===== src/rtl/carry_look_ahead_adder_group4.sv =====
// 4-bit carry-lookahead group: sum bits plus group propagate/generate.
// Internal carries are flattened sums of products, so there is no ripple path.
module cla_group4 (
   input  logic [3:0] a,
   input  logic [3:0] b,
   input  logic       cin,
   output logic [3:0] sum,
   output logic       gp,
   output logic       gg
);

   logic [3:0] g, p, c;

   assign g = a & b;
   assign p = a ^ b;

   assign c[0] = cin;
   assign c[1] = g[0] | (p[0] & cin);
   assign c[2] = g[1] | (p[1] & g[0]) | (p[1] & p[0] & cin);
   assign c[3] = g[2] | (p[2] & g[1]) | (p[2] & p[1] & g[0])
               | (p[2] & p[1] & p[0] & cin);

   assign sum = p ^ c;

   // The carry out of this group comes from the group-level unit, which uses gp/gg.
   assign gp  = &p;
   assign gg  = g[3] | (p[3] & g[2]) | (p[3] & p[2] & g[1])
              | (p[3] & p[2] & p[1] & g[0]);

endmodule


===== src/rtl/carry_look_ahead_adder.sv =====
// Registered two-level carry-lookahead adder: Out = A + B + Cin (WIDTH+1 bits).
module carry_look_ahead_adder #(
   parameter int WIDTH = 4
) (
   input  logic             clk,
   input  logic             rst,
   input  logic [WIDTH-1:0] A,
   input  logic [WIDTH-1:0] B,
   input  logic             Cin,
   output logic [WIDTH:0]   Out
);

   localparam int NG = WIDTH / 4;

   logic [NG-1:0]    gp, gg;
   logic [NG:0]      gc;
   logic [WIDTH-1:0] sum;

   if ((WIDTH < 4) || ((WIDTH % 4) != 0)) begin : g_bad_width
      $error("carry_look_ahead_adder: WIDTH must be a positive multiple of 4");
   end

   for (genvar gi = 0; gi < NG; gi++) begin : g_grp
      cla_group4 u_grp (
         .a   (A[4*gi +: 4]),
         .b   (B[4*gi +: 4]),
         .cin (gc[gi]),
         .sum (sum[4*gi +: 4]),
         .gp  (gp[gi]),
         .gg  (gg[gi])
      );
   end

   // Group carry-ins as independent product terms, one per lower group plus Cin.
   // Carry n = OR over k<n of (GG[k] & GP[k+1..n-1]), OR (Cin & GP[0..n-1]).
   always_comb begin
      logic acc;
      logic t;
      gc    = '0;
      gc[0] = Cin;
      for (int n = 1; n <= NG; n++) begin
         acc = 1'b0;
         for (int k = -1; k < n; k++) begin
            t = (k < 0) ? Cin : gg[k];
            for (int j = k + 1; j < n; j++) t = t & gp[j];
            acc = acc | t;
         end
         gc[n] = acc;
      end
   end

   // Output register; the async reset clears the result without waiting for clk.
   always_ff @(posedge clk or posedge rst) begin
      if (rst) Out <= '0;
      else     Out <= {gc[NG], sum};
   end

endmodule


===== config.mk =====
export PLATFORM = sky130hd
export DESIGN_NAME = carry_look_ahead_adder
export DESIGN_NICKNAME = d
export VERILOG_FILES = /design/src/rtl/carry_look_ahead_adder_group4.sv /design/src/rtl/carry_look_ahead_adder.sv
export SDC_FILE = /design/constraint.sdc
export NUM_CORES = 1
export LEC_CHECK = 0
export ABC_AREA = 1
export CAP_MARGIN = 20
export CORE_AREA = 2 2 39 41
export CTS_CLUSTER_DIAMETER = 40
export DETAILED_ROUTE_END_ITERATION = 6
export DIE_AREA = 0 0 41 43
export PLACE_DENSITY_LB_ADDON = 0.2
export SLEW_MARGIN = 0
export SYNTH_ARGS = -nofsm -noshare
export SYNTH_HDL_FRONTEND = slang
export SYNTH_HIERARCHICAL = 1
export SYNTH_SLANG_ARGS = --single-unit

===== constraint.sdc =====
create_clock -name clk -period 0.8 [get_ports clk]
set_input_delay 0.12 -clock clk [delete_from_list [all_inputs] [get_ports clk]]
set_output_delay 0.12 -clock clk [all_outputs]
set_load 0.02 [all_outputs]

==> summary.txt <==
STA
  – Final Hold Viols: 0
  – Final hold slack: 80.43 ps
  – Max-slew violations: 0
  – Period utilization: 105.7%
  – # setup viols final: 5
  – Min Tclk post-route: approximately 850 ps
  – Maximum clock frequency: approximately 1200 MHz
  – Relative slew slack: roughly nine tenths
  – RSZ-0062 raised after global routing: true
  – Slew @ Worst Pin: between 150 and 200 ps
  – Final WS setup: -45.77 ps
  – Total negative slack: -212.1 ps

Synth
  – Top post-synthesis cells by area: dfrtp_1, ha_1, inv_1
  – Sequential-to-total area share from yosys stat: between 30% and 40%
  – Synthesized flop and latch total: 5
  – Yosys top cell by area: dfrtp_1
  – Syn Inst Count: slightly above 40
  – Mapped cell area: 341.6 sq um
  – Synthesized area per cell: ~8.3 sq um
  – Yosys Warn Count: 6
  – Synth top area share: 36.63%
  – Post-synth cell types: 12
  – Post-Syn Nets: between 50 and 60

Cells and area
  – Number of inserted diodes: 0
  – Final core occ: just under 50%
  – Fin cells: 83
  – Multi-input gate area: between 200 and 300 sq um
  – Layout Nets: 85
  – Largest reg by FF count: Out
  – Regs by FF count: Out (5)
  – Design area: 681.9 sq um
  – Sequential Area: between 100 and 150 sq um
  – Area Overhead vs Synth: 99.63%
  – Fillcell total: between 100 and 150
  – Layout cells sized above 1: 52.24%
  – Number of flip-flops in the largest register: 5

Power and ir drop
  – VDD IR max: about 0.00055 V
  – Combinational power share: a little over two fifths
  – Int Pwr: 0.7251 mW
  – Switch Pwr: 0.2994 mW
  – Clk pwr share: between 20% and 30%
  – Sw frac: 29.23%
  – Pwr Total: around 1.0 mW
  – Sequential power share: a little over 30%
  – Leakage power: 0.3392 nW
  – PwrDens: around 1500 nW/um^2

Worst setup path
  – Critical Path RT: between 600 and 700 ps
  – Crit Path Max Fanout: 1
  – Bufs and invs on worst path: 1
  – Kind of critical path: reg2out
  – Largest stage delay, worst path: 360 ps
  – Cell breakdown of the critical path: buf_6
  – Number of stages on the worst setup path: 1
  – CP max stage cell: dfrtp_1
  – Cell family with the largest share of critical-path delay: flip-flops
  – CP arrival: 730 ps
  – Setup crit end kind: output port
  – Startpoint Class: register

Floorplan
  – Initial Utilization: 24.68%
  – Die area: about 1800 sq um
  – # rows: 14
  – # IOs: 16
  – Area of the core: 1384 sq um
  – Die Height: around 43 microns
  – DIE WIDTH: approximately 41 microns

Detailed routing
  – DRC viols: 0
  – Iter 0 DRT Violations: 2
  – Routed Antenna Nets: 0
  – DR vias: 327
  – Pre-antenna DRT Iters: 3
  – WL/cell: between 7 and 8 microns
  – Average via count per standard cell: roughly 3.9
  – Final WL: 641 microns

Clocking
  – Htree depth: 1
  – Clock tree root buffer cell: clkbuf_4
  – Hold Buf Count CTS: 0
  – CTS Buf Count: 3
  – CTS tree: yes
  – Clock transition at the registers of the reported paths: 40 ps
  – CTS Sinks: 5
  – Clock Tree Buf Depth: 2

Placed design
  – Placer Congestion: 0.7275
  – Placed cells: between 70 and 80
  – Dpl ws: -646.3 ps
  – Port Buffers: 15
  – Cell Area, Placed: around 600 sq um
  – Post-DP HPWL: 515.2 microns

Outcome
  – Failing checks: setup timing
  – Result of the run: complete, but fails checks

GRT
  – Antenna violations before repair: 0
  – Grt ovf: 0
  – Largest net degree at the start of global routing: 6
  – Gr usage total: 9.759%
  – First-pass GRT wire length: about 1100 microns
  – Number of global-route vias before repair: ~310

Worst hold path
  – Hold WC Path Type: in2async

Job
  – Max-cap viol count: 0
## logic make-up (layout without fill, tap and decap cells)
family                   Yosys count  in the layout  share of synthesized area [%]
AND/OR/NAND/NOR                   17             17                          20.88
buffers and inverters             10             36                          10.99
adder cells (fa/ha/maj)            6              6                          24.18
flip-flops                         5              5                          36.63
XOR/XNOR                           2              2                          5.129
AO/OA/AOI/OAI                      1              1                          2.199
## routing by layer
layer	routed length, microns	vias up	track usage [%]
met5	0	-	0
met4	0	0	8.000
met3	49	0	1.571
met2	336	11	15.63
met1	255	141	10.36
li1	-	175	-
## final timing paths
path / slack [ps] / start / endpoint
min: 80 / rst / Out[1]$_DFF_PP0_
min in group clk: 290 / Cin / Out[4]$_DFF_PP0_
max in group asynchronous: 560 / rst / Out[2]$_DFF_PP0_
max: -50 / Out[0]$_DFF_PP0_ / Out[0]
## cell usage after synthesis, drive strengths merged
library cell  instances
nand2                10
inv                  10
o21bai                1
nand3                 3
nor2                  2
xor2                  1
nand4                 1
xnor2                 1
fa                    1
ha                    5
nor3                  1
dfrtp                 5
## final cells by class
class,instances,share of cell area [%]
clock buffers,4,3.853
inverters,10,6.606
multi-input cells,26,37.98
flip-flops and latches,5,18.35
well taps,16,2.936
repair buffers,22,30.28
## power by group through the flow
stage	combinational (mW)	clock, mW	sequential (mW)
floorplan	0.130	0	0.367
global placement	0.379	0	0.307
finish	0.436	0.275	0.314
detailed placement	0.382	0	0.308
CTS	0.408	0.292	0.314
global route	0.483	0.317	0.318
## repair_timing
action	CTS	global route
endpoints found under the setup margin	10	8
pin swaps	12	12
resized for setup	65	9
buffers inserted	1	1
endpoints found under the hold margin	0	0
## cell usage in the layout, fill, tap and decap left out, types with 2 or more instances in the layout
master         count
dlygate4sd2_1      2
ha_4               4
buf_2              4
buf_4              6
nand3_1            2
clkbuf_4           3
inv_2              2
inv_1              7
nand2_1            9
dfrtp_1            5
buf_6              7
nor2_4             2
No activity file was read; power rests on OpenSTA's default activity.
